===== src/rtl/quad_pkg.sv =====
// Shared constants and Gray-code step decode for the quadrature decoder.
// Decode states are {A,B}; counting up walks 00,10,11,01.
package quad_pkg;

  localparam logic [1:0] ST_00 = 2'b00;
  localparam logic [1:0] ST_10 = 2'b10;
  localparam logic [1:0] ST_11 = 2'b11;
  localparam logic [1:0] ST_01 = 2'b01;

  localparam logic UP   = 1'b1;
  localparam logic DOWN = 1'b0;

  typedef struct packed {
    logic valid;
    logic up;
    logic illegal;
  } quad_dec_t;

  function automatic logic [1:0] next_up(
    input logic [1:0] s
  );
    logic [1:0] n;
    case (s)
      ST_00:   n = ST_10;
      ST_10:   n = ST_11;
      ST_11:   n = ST_01;
      ST_01:   n = ST_00;
      default: n = ST_00;
    endcase
    return n;
  endfunction

  function automatic quad_dec_t quad_decode(
    input logic [1:0] prev,
    input logic [1:0] cur
  );
    quad_dec_t d;
    d = '0;
    unique case (1'b1)
      (prev == cur): ;
      ((prev ^ cur) == 2'b11): d.illegal = 1'b1;
      default: begin
        d.valid = 1'b1;
        d.up    = (cur == next_up(prev));
      end
    endcase
    return d;
  endfunction

endpackage


===== src/rtl/quad_filter.sv =====
// Synchroniser chain plus run-length stability filter for one
// asynchronous encoder line.
module quad_filter #(
  parameter int SYNC_STAGES = 2,
  parameter int FILT_LEN    = 4
) (
  input  logic clk,
  input  logic reset,
  input  logic din,
  output logic dout
);

  localparam int RW = (FILT_LEN > 1) ? $clog2(FILT_LEN) : 1;

  logic [SYNC_STAGES-1:0] sync;
  logic [RW-1:0]          run;
  logic                   synced;

  assign synced = sync[SYNC_STAGES-1];

  always_ff @(posedge clk or posedge reset) begin
    if (reset) begin
      sync <= '0;
      run  <= '0;
      dout <= 1'b0;
    end else begin
      sync <= {sync[SYNC_STAGES-2:0], din};
      if (synced == dout) begin
        run <= '0;
      end else if (run == RW'(FILT_LEN - 1)) begin
        dout <= synced;
        run  <= '0;
      end else begin
        run <= run + 1'b1;
      end
    end
  end

endmodule


===== src/rtl/quad_decoder.sv =====
// Quadrature position counter with index capture, illegal-transition
// flag and windowed saturating velocity.
module quad_decoder #(
  parameter int WIDTH       = 32,
  parameter int SYNC_STAGES = 2,
  parameter int FILT_LEN    = 4,
  parameter int VEL_PERIOD  = 1000000,
  parameter int VEL_WIDTH   = 16
) (
  input  logic                 clk,
  input  logic                 reset,
  input  logic                 quadA,
  input  logic                 quadB,
  input  logic                 index,
  input  logic                 clear,
  input  logic                 err_clear,
  output logic [WIDTH-1:0]     count,
  output logic                 dir,
  output logic                 step,
  output logic                 err,
  output logic [WIDTH-1:0]     index_pos,
  output logic                 index_seen,
  output logic [VEL_WIDTH-1:0] velocity,
  output logic                 vel_valid
);

  import quad_pkg::*;

  localparam int ARM_CYC = SYNC_STAGES + FILT_LEN + 1;
  localparam int ARM_W   = $clog2(ARM_CYC);
  localparam int TW      = $clog2(VEL_PERIOD);
  localparam int CW      = $clog2(VEL_PERIOD + 1) + 2;
  localparam int AW      = (CW > VEL_WIDTH + 1) ? CW : VEL_WIDTH + 1;
  localparam int PADW    = AW - VEL_WIDTH + 1;

  localparam logic signed [AW-1:0] VMAX =
    {{PADW{1'b0}}, {(VEL_WIDTH-1){1'b1}}};
  localparam logic signed [AW-1:0] VMIN =
    {{PADW{1'b1}}, {(VEL_WIDTH-1){1'b0}}};
  localparam logic signed [AW-1:0] ONE = AW'(1);

  logic                 a_f, b_f, i_f;
  logic [1:0]           ab_prev;
  logic                 i_prev;
  logic                 armed;
  logic [ARM_W-1:0]     arm_cnt;
  quad_dec_t            dec;
  logic                 take_step;
  logic [WIDTH-1:0]     count_nx;
  logic signed [AW-1:0] acc, acc_nx;
  logic [VEL_WIDTH-1:0] vel_nx;
  logic [TW-1:0]        tmr;
  logic                 win_end;

  quad_filter #(.SYNC_STAGES(SYNC_STAGES), .FILT_LEN(FILT_LEN)) u_fa (
    .clk(clk), .reset(reset), .din(quadA), .dout(a_f)
  );
  quad_filter #(.SYNC_STAGES(SYNC_STAGES), .FILT_LEN(FILT_LEN)) u_fb (
    .clk(clk), .reset(reset), .din(quadB), .dout(b_f)
  );
  quad_filter #(.SYNC_STAGES(SYNC_STAGES), .FILT_LEN(FILT_LEN)) u_fi (
    .clk(clk), .reset(reset), .din(index), .dout(i_f)
  );

  assign dec       = quad_decode(ab_prev, {a_f, b_f});
  assign take_step = armed & dec.valid;
  assign win_end   = (tmr == TW'(VEL_PERIOD - 1));

  // clear wins over a same-cycle step in both count and accumulator
  always_comb begin
    count_nx = count;
    acc_nx   = acc;
    if (take_step) begin
      count_nx = dec.up ? count + 1'b1 : count - 1'b1;
      acc_nx   = dec.up ? acc + ONE : acc - ONE;
    end
    if (clear) begin
      count_nx = '0;
      acc_nx   = '0;
    end
    if (acc_nx > VMAX) begin
      vel_nx = VMAX[VEL_WIDTH-1:0];
    end else if (acc_nx < VMIN) begin
      vel_nx = VMIN[VEL_WIDTH-1:0];
    end else begin
      vel_nx = acc_nx[VEL_WIDTH-1:0];
    end
  end

  always_ff @(posedge clk or posedge reset) begin
    if (reset) begin
      ab_prev    <= '0;
      i_prev     <= 1'b0;
      armed      <= 1'b0;
      arm_cnt    <= '0;
      count      <= '0;
      dir        <= DOWN;
      step       <= 1'b0;
      err        <= 1'b0;
      index_pos  <= '0;
      index_seen <= 1'b0;
      velocity   <= '0;
      vel_valid  <= 1'b0;
      acc        <= '0;
      tmr        <= '0;
    end else begin
      ab_prev <= {a_f, b_f};
      i_prev  <= i_f;
      if (!armed) begin
        if (arm_cnt == ARM_W'(ARM_CYC - 1)) armed <= 1'b1;
        else arm_cnt <= arm_cnt + 1'b1;
      end
      step  <= take_step;
      count <= count_nx;
      if (take_step) dir <= dec.up ? UP : DOWN;
      if (armed && i_f && !i_prev) begin
        index_pos  <= count_nx;
        index_seen <= 1'b1;
      end
      if (armed && dec.illegal) err <= 1'b1;
      else if (err_clear) err <= 1'b0;
      vel_valid <= win_end;
      if (win_end) begin
        tmr      <= '0;
        acc      <= '0;
        velocity <= vel_nx;
      end else begin
        tmr <= tmr + 1'b1;
        acc <= acc_nx;
      end
    end
  end

endmodule


===== config.mk =====
export PLATFORM = sky130hd
export DESIGN_NAME = quad_decoder
export DESIGN_NICKNAME = d
export VERILOG_FILES = /design/src/rtl/quad_pkg.sv /design/src/rtl/quad_filter.sv /design/src/rtl/quad_decoder.sv
export SDC_FILE = /design/constraint.sdc
export NUM_CORES = 1
export LEC_CHECK = 0
export CAP_MARGIN = 20
export CORE_MARGIN = 2
export CORE_UTILIZATION = 57
export DETAILED_ROUTE_END_ITERATION = 10
export PLACE_DENSITY = 0.8
export SKIP_CTS_REPAIR_TIMING = 1
export SYNTH_ARGS = -nofsm -noshare
export SYNTH_HDL_FRONTEND = slang
export SYNTH_SLANG_ARGS = --single-unit

===== constraint.sdc =====
create_clock -name clk -period 6.1 [get_ports clk]
set_clock_uncertainty 0.1 [all_clocks]
set_input_delay 1.525 -clock clk [delete_from_list [all_inputs] [get_ports clk]]
set_output_delay 1.525 -clock clk [all_outputs]
set_load 0.1 [all_outputs]

After elaboration in Yosys (flattened, before gate mapping)
Index checks and enable logic that the tools add are counted.
{"block": "word_totals", "reg_bits": 149, "inputBits": 7, "out_inout_bits": 85, "wordCells": 91}
{"block": "classes", "addsub": 9, "order_cmp": 2, "n_eq_ne": 14, "mux": 25, "n_bitwise": 7, "reduce_logical": 11}
{"operator": "2-to-1 mux 32 bit", "count": 3}
{"operator": "2-to-1 mux 22 bit", "count": 4}
{"operator": "adder 32 x 1 -> 32 bit, second input constant", "count": 1}
{"operator": "2-to-1 mux 16 bit", "count": 2}
{"operator": "subtractor 32 x 1 -> 32 bit, second input constant", "count": 1}
{"operator": "adder 22 x 2 -> 22 bit, second input constant", "count": 1}
{"operator": "greater-than comparator 22 x 16 -> 1 bit, second input constant", "count": 1}
{"operator": "< comparator 22 x 16 -> 1 bit, second input constant", "count": 1}
{"operator": "subtractor 22 x 2 -> 22 bit, second input constant", "count": 1}
{"operator": "adder 20 x 1 -> 20 bit, second input constant", "count": 1}
{"operator": "equality test 20 bit, second input constant", "count": 1}
{"operator": "2-to-1 mux 20 bit", "count": 1}
{"operator": "2-to-1 mux 2 bit", "count": 8}
{"operator": "equality test 2 bit, second input constant", "count": 6}
{"operator": "one-hot mux 2 bit (4 select lines)", "count": 1}
{"operator": "AND reduction 2 bit", "count": 4}
{"operator": "adder 2 x 1 -> 2 bit, second input constant", "count": 3}
{"operator": "2-to-1 mux 1 bit", "count": 6}
{"operator": "NOT 1 bit", "count": 5}
{"operator": "equality test 2 bit", "count": 2}
{"operator": "adder 3 x 1 -> 3 bit, second input constant", "count": 1}
{"operator": "equality test 1 bit", "count": 3}
{"operator": "equality test 3 bit, second input constant", "count": 1}
{"operator": "logical AND 1 bit", "count": 3}
{"operator": "7 further kinds", "count": 7}

Longest topological paths before layout
Gate-level depths: netlist of run 1.
{"block": "depth", "word_depth": 12, "depth_mapped": 18, "mapped_depth_nobuf": 15}

Hierarchy
A second synthesis of run 1 with hierarchy kept.
{"block": "hier_totals", "cells_unflattened": 894, "hier_area_um2": 8644.5}
{"mod": "quad_decoder", "instances": 1, "cells_per_inst": 861, "area_each_um2": 8111.5, "seq_area_each_um2": 3353.2}
{"mod": "quad_filter", "instances": 3, "cells_per_inst": 11, "area_each_um2": 177.7, "seq_area_each_um2": 125.1}

Least setup slack after synthesis of run 1
Ideal clock, no wire load.
{"block": "synth_timing", "path_kind": "flip-flop to flip-flop", "from": "register u_fb.dout", "to": "register velocity[11]", "setup_ns": 0.078, "t_arrival_ns": 5.018, "required_ns": 5.922, "slack_ns": 0.905, "path_stages_with_launch": 18, "path_buffers": 2, "synth_period_minus_slack_ns": 5.195, "cell_sequence": "dfrtp_1 > xor2_1 > ha_1 > and3_1 > clkbuf_1 > inv_1 > ha_1 > buf_6 > a211oi_2 > o211ai_1 > a221o_1 > o2111ai_2 > and2_1 > a32oi_1 > or3_4 > o41ai_4 > or3b_1 > a21oi_1"}
{"element": "start, declared", "line": "quad_filter.sv:10", "text": "output logic dout"}
{"element": "start signal, assigned", "line": "quad_filter.sv:31", "text": "dout <= synced;"}
{"element": "end signal, assigned", "line": "quad_decoder.sv:126", "text": "velocity <= vel_nx;"}
{"element": "end, declared", "line": "quad_decoder.sv:23", "text": "output logic [VEL_WIDTH-1:0] velocity,"}

Worst setup path after layout of run 1
{"block": "layout_timing", "from": "register u_fa.dout", "to": "register index_pos[29]"}
{"block": "layout_between", "elab_chain_len": 7, "word_cells_on_any_way": 10, "cone_classes": "eq/ne: 3; mux: 4; bitwise: 2; reduce/logical: 1"}
{"element": "start, declared", "line": "quad_filter.sv:10"}
{"element": "start signal, assigned", "line": "quad_filter.sv:31"}
{"element": "bitwise XOR 2 bit", "line": "quad_pkg.sv:41", "text": "((prev ^ cur) == 2'b11): d.illegal = 1'b1;"}
{"element": "equality test 2 bit", "line": "quad_pkg.sv:41"}
{"element": "OR reduction 2 bit (no line)"}
{"element": "2-to-1 mux 2 bit (*)", "line": "quad_pkg.sv:39", "text": "unique case (1'b1)"}
{"element": "2-to-1 mux 32 bit or AND 1 bit (tied branches)", "line": "quad_decoder.sv:74, quad_decoder.sv:66"}
{"element": "2-to-1 mux 32 bit (*)", "line": "quad_decoder.sv:73", "text": "if (take_step) begin"}
{"element": "2-to-1 mux 32 bit (*)", "line": "quad_decoder.sv:77", "text": "if (clear) begin"}
{"element": "end signal, assigned", "line": "quad_decoder.sv:117", "text": "index_pos <= count_nx;"}
{"element": "end, declared", "line": "quad_decoder.sv:21", "text": "output logic [WIDTH-1:0] index_pos,"}
Every way passes the cells marked *; elsewhere a longest branch is shown, timed or not.
A chain may end at the register's enable or synchronous reset.

==> run_results.csv, run 1 <==
group,metric,value,unit
status,status,"complete, no violations",
floorplan,placementRows,44,
layout,final_util,70.1,%
clocking,cts_buffer_depth,2,
clocking,path_clk_slew,0.06,ns
route,wl_per_cell,16.0,um
timing,max_freq,0.191,GHz
layout,multi_input_area,4570,sq um
clocking,htreeDepth,4,
global_route,track_usage,25.0,%
placement,port-buffer-count,91,
timing,finalCriticalPeriod,5.24,ns
timing,grt_setup_unrepaired,"no",
logic_synthesis,synthCells,900,
route,num_vias,6863,
placement,dp_hpwl,12900,um
clocking,clk_latency,0.43,ns
critical_path,path_cells,"xor2_1 -> ha_1 -> and3_1 -> inv_2 -> buf_4 -> ha_1 -> and4_1 -> nand4_1 -> o211ai_1 -> a221oi_1 -> o311a_1 -> a21oi_1 -> nor4_1 -> a2111oi_0 -> o41ai_1",
route,wl,18800,um
route,ant_nets,0,
layout,fin_nets,1053,
critical_path,critPathKind,"reg2reg",
route,drtIter0Drc,487,
route,drc_errors,0,
critical_path,critical_path.max_fanout,29,
clocking,cts.sinks,149,
global_route,grt_remaining_overflow,0,
timing,tightest_slew,1.03,ns
logic_synthesis,synth-edff-count,0,
logic_synthesis,synth_area_leaders,"dfrtp_1, ha_1, nand2_1, a21oi_1, nor2_1",
timing,hold_viol,0,
critical_path,cpLargestDelayFamily,"compound AO/OA/AOI/OAI gates",
route,vias_per_cell,5.81,
logic_synthesis,synth_ff_type,"dfrtp_1",
logic_synthesis,synth_most_common_cell,"dfrtp_1",
timing,setup_tns,0,ns
timing,slew_headroom,31.4,%
logic_synthesis,syn-num-nets,968,
logic_synthesis,synth_top_cell_area_share,43.9,%
critical_path,cp_slowest_cell,"a2111oi_0",
layout,fillCellCount,1141,
timing,finalMaxSlewViolations,0,
layout,design_area,10200,sq um
global_route,antenna_found_initial,0,
hold_path,hold_path_class,"reg2reg",
floorplan,dieArea,15900,sq um
layout,syn_to_final_growth,19.9,%
logic_synthesis,syn-cell-area,8490,sq um
floorplan,io_pins,92,
critical_path,cp.required,6.29,ns
logic_synthesis,yosys.area.top_type,"dfrtp_1",
timing,hold_ws,0.248,ns
floorplan,die_h,126,um
floorplan,core-area,14500,sq um
placement,routabilityCongestion,0.876,
critical_path,end_kind,"flop",
logic_synthesis,ys.warnings.count,0,
global_route,grt_pass1_vias,6799,
layout,drive_gt1_share,6.92,%
global_route,grt_max_degree,110,
timing,setup_viol,0,
logic_synthesis,syn_avg_cell_area,9.44,sq um
critical_path,slowest_delay,0.55,ns
clocking,cts_tree,"built",
logic_synthesis,synthArstFlopShare,100,%
logic_synthesis,yosys-top-cells-count,"dfrtp_1, nand2_1, nor2_1",
logic_synthesis,ys_seq_area_share,43.9,%
route,dr.pass1.iters,5,
timing,finalCritPeriodShare,85.9,%
clocking,cts_made_buffers,17,
placement,dpl_cell_area,9570,sq um
job,drv_cap,0,
floorplan,die_x,126,um
layout,antenna_cells,0,
critical_path,start_kind,"flop",
layout,ff_latch_area,3730,sq um
critical_path,arrival,5.43,ns
global_route,grt_pass1_wl,32700,um
critical_path,critPathBufInv,2,
logic_synthesis,ys_ff_latch,149,
floorplan,start_util,58.4,%
critical_path,cpMostUsedCell,"ha_1",
logic_synthesis,synth_cell_types,62,
clocking,cts_root_buffer,"clkbuf_16",
-- final timing paths --
check                             startpoint            end  slack [ns]  cells after the start
worst max-delay path               u_fa.dout  index_pos[29]        0.86                     15
worst min-delay path            u_fb.sync[0]   u_fb.sync[1]        0.25                      0
worst max register to register     u_fa.dout  index_pos[29]        0.86                     15
worst min register to register  u_fb.sync[0]   u_fb.sync[1]        0.25                      0
max in group asynchronous              reset         acc[2]        3.86                      3
min in group asynchronous              reset     ab_prev[1]        1.29                      2
-- final cells by class --
type                    count  area share (%)
well taps                 184            2.26
repair buffers            100            9.75
inverters                  18           0.713
multi-input cells         699            44.9
clock inverters            10            1.28
flip-flops and latches    149            36.6
clock buffers              21            4.52
-- state kept, by name (all words and copies together) (netlist names), 2 cells and up --
| signal | cells |
|---|---|
| u_fa.run | 2 |
| u_fi.run | 2 |
| count | 32 |
| ab_prev | 2 |
| u_fi.sync | 2 |
| acc | 22 |
| velocity | 16 |
| u_fb.run | 2 |
| u_fa.sync | 2 |
| arm_cnt | 3 |
| tmr | 20 |
| u_fb.sync | 2 |
| index_pos | 32 |
-- layout by cell type (no fill, tap or decap), types with 18 or more instances in the layout --
cell type        count
nand3_1             18
nor3_1              24
clkdlybuf4s50_1     90
o21ai_0             29
nor2_1              92
dfrtp_1            149
nand2_1            117
xnor2_1             35
a21oi_1             86
ha_1                59
xor2_1              28
a21o_1              26
-- kinds of logic after synthesis --
| group | share of synthesized area, % |
|---|---|
| AOI/OAI and AO/OA | 17.4 |
| xor gates and xnor gates | 6.50 |
| adders and majority gates | 9.16 |
| buffers and inverters | 2.42 |
| DFF | 43.9 |
| muxes | 3.17 |
| and+or+nand+nor | 17.5 |
-- worst reg2reg max path, delay by kind of cell, from the launching register on --
family | cells | cell delay (ns)
flops | 1 | 0.45
compound gates | 6 | 2.04
buf+inv | 2 | 0.68
xor+xnor | 1 | 0.19
simple gates | 4 | 0.84
fa+ha+maj | 2 | 0.80
-- through the flow --
step,cells,worst slack [ns]
finish,1181,0.862
global route,1181,0.450
detailed placement,1149,0.963
floorplan,900,0.467
CTS,1180,0.933
global placement,1149,1.06
-- per-layer routing --
metal  global-route usage, %  share of wire, %
met1                    35.0                48
met2                    39.3                46
met3                    5.31               4.4
met4                    8.02               1.7
met5                       0                 0
Power of run 1 is left out: the tool's default activity adds up to more than one toggle a clock period on the data nets, which glitch-free logic cannot reach.
==> inputs of run 2 (changes only) <==
--- a/config.mk
+++ b/config.mk
@@ -7,9 +7,8 @@
 export LEC_CHECK = 0
 export CAP_MARGIN = 20
 export CORE_MARGIN = 2
-export CORE_UTILIZATION = 57
+export CORE_UTILIZATION = 39
 export DETAILED_ROUTE_END_ITERATION = 10
-export PLACE_DENSITY = 0.8
 export SKIP_CTS_REPAIR_TIMING = 1
 export SYNTH_ARGS = -nofsm -noshare
 export SYNTH_HDL_FRONTEND = slang
==> run_results.csv, run 2 (same netlist as run 1, synthesis figures left out) <==
group,metric,value,unit
global_route,grt_max_degree,77,
floorplan,placementRows,53,
layout,fin_nets,1053,
clocking,cts_root_buffer,"clkbuf_16",
clocking,cts_made_buffers,17,
global_route,grt_pass1_wl,31900,um
timing,setup_tns,0,ns
route,vias_per_cell,5.26,
timing,grt_setup_unrepaired,"no",
layout,syn_to_final_growth,21.3,%
job,drv_cap,0,
floorplan,dieArea,23000,sq um
clocking,cts_tree,"built",
layout,layout_commonest_cell,"dfrtp_1",
clocking,clk_latency,0.42,ns
placement,routabilityCongestion,0.846,
layout,reg_top3,"count x32, index_pos x32, acc x22",
critical_path,critical_path.max_fanout,40,
timing,finalMaxSlewViolations,0,
critical_path,path_cells,"xor2_1 -> ha_1 -> and3_1 -> inv_2 -> ha_1 -> o21a_1 -> o211a_1 -> a221o_1 -> or2_0 -> a311o_1 -> a32oi_1 -> and3_1 -> nand3_1 -> o21ai_2 -> a21oi_1",
critical_path,slowest_delay,0.61,ns
timing,hold_viol,0,
timing,finalCritPeriodShare,86.4,%
floorplan,io_pins,92,
layout,final_cell_mix,"dfrtp_1, nand2_1, nor2_1",
critical_path,worstReg2RegStart,"u_fb.dout",
critical_path,cp.required,6.28,ns
clocking,htreeDepth,4,
route,top_layer,"met4",
layout,drive_gt1_share,7.01,%
hold_path,hold_end,"u_fa.sync[1]",
route,wl,19500,um
route,dr_wl_met3,827,um
floorplan,start_util,40.0,%
clocking,cts.sinks,149,
floorplan,die_x,152,um
global_route,grt_pass1_vias,6398,
global_route,grt_remaining_overflow,0,
hold_path,holdPathStages,0,
critical_path,reg2reg_to,"velocity[0]",
critical_path,cp_slowest_cell,"inv_2",
placement,dp_hpwl,13500,um
floorplan,core-area,21200,sq um
status,status,"complete, no violations",
route,ant_nets,0,
hold_path,hold_path_class,"reg2reg",
placement,port-buffer-count,91,
layout,antenna_cells,0,
critical_path,start_kind,"flop",
timing,finalCriticalPeriod,5.27,ns
route,num_vias,6695,
route,dr.pass1.iters,4,
timing,setup_viol,0,
timing,slew_headroom,29.1,%
critical_path,ff2ff_setup_slack,0.83,ns
route,drc_errors,0,
global_route,antenna_found_initial,0,
timing,max_freq,0.190,GHz
clocking,path_clk_slew,0.06,ns
critical_path,critPathKind,"reg2reg",
route,met2WireLength,8640,um
hold_path,worstHoldStart,"u_fa.sync[0]",
timing,tightest_slew,1.06,ns
critical_path,end_kind,"flop",
global_route,track_usage,17.4,%
floorplan,die_h,152,um
critical_path,arrival,5.45,ns
route,drtIter0Drc,259,
critical_path,reg2regPathDepth,15,
route,wl_per_cell,15.3,um
clocking,cts_buffer_depth,2,
layout,fillCellCount,1988,
route,drt-met1-wl,9780,um
[run 2: changes by cell type in the layout (fill, tap and decap cells not counted)]
cell,before,now
buf_16,1,0
inv_6,1,2
buf_4,8,9
clkinv_4,0,3
clkinv_2,5,2
[run 2: per-layer routing]
metal	vias to the layer above	global-route usage, %
li1	3376	-
met1	3187	24.8
met2	116	26.8
met3	16	3.44
met4	0	5.65
met5	-	0
[run 2: worst max path at each step]
stage | start | endpoint | slack (ns) | depth (start not counted)
4_1_cts | u_fb.dout | velocity[0] | 0.83 | 15
2_1_floorplan | reset | ab_prev[0] | 0.47 | 1
5_1_grt | u_fb.dout | velocity[8] | 0.33 | 15
3_5_place_dp | u_fb.dout | velocity[6] | 0.85 | 15
3_3_place_gp | u_fb.dout | index_pos[29] | 0.91 | 15
6_report | u_fb.dout | velocity[0] | 0.83 | 15
[run 2: layout make-up]
type	instances	area (sq um)	area share (%)
Tap cell	275	344	3.34
Multi-Input combinational cell	699	4570	44.4
Timing Repair Buffer	100	973	9.45
Clock inverter	11	150	1.46
Sequential cell	149	3730	36.2
Inverter	18	72.6	0.705
Clock buffer	21	460	4.47
[run 2: metrics by stage]
stage          hold slack, ns  util, %  instance area [sq um]  setup WS (ns)  instances
5_1_grt                 0.257     48.5                  10300          0.335       1273
3_5_place_dp            0.236     45.7                   9690          0.850       1241
4_1_cts                 0.251     48.5                  10300          0.830       1273
6_report                0.250     48.5                  10300          0.831       1273
2_1_floorplan           0.231        -                   8490          0.467        900
3_3_place_gp            0.236     45.7                   9690          0.909       1241
[run 2: worst max-delay path: cells and delay by family (launching register included)]
family          cells  cell delay, ns
compound gates      7            2.22
xor+xnor            1            0.19
fa+ha+maj           2            0.74
buf+inv             1            0.61
flops               1            0.44
simple gates        4            0.79
Power of run 2 is left out for the same reason.
==> inputs of run 3 (changes only) <==
--- a/config.mk
+++ b/config.mk
@@ -9,6 +9,7 @@
 export CORE_MARGIN = 2
 export CORE_UTILIZATION = 39
 export DETAILED_ROUTE_END_ITERATION = 10
+export GPL_ROUTABILITY_DRIVEN = 0
 export SKIP_CTS_REPAIR_TIMING = 1
 export SYNTH_ARGS = -nofsm -noshare
 export SYNTH_HDL_FRONTEND = slang
==> results of run 3 <==
Final layout, timing and power as in run 2 (identical DEF).
Power of run 3 is left out for the same reason.
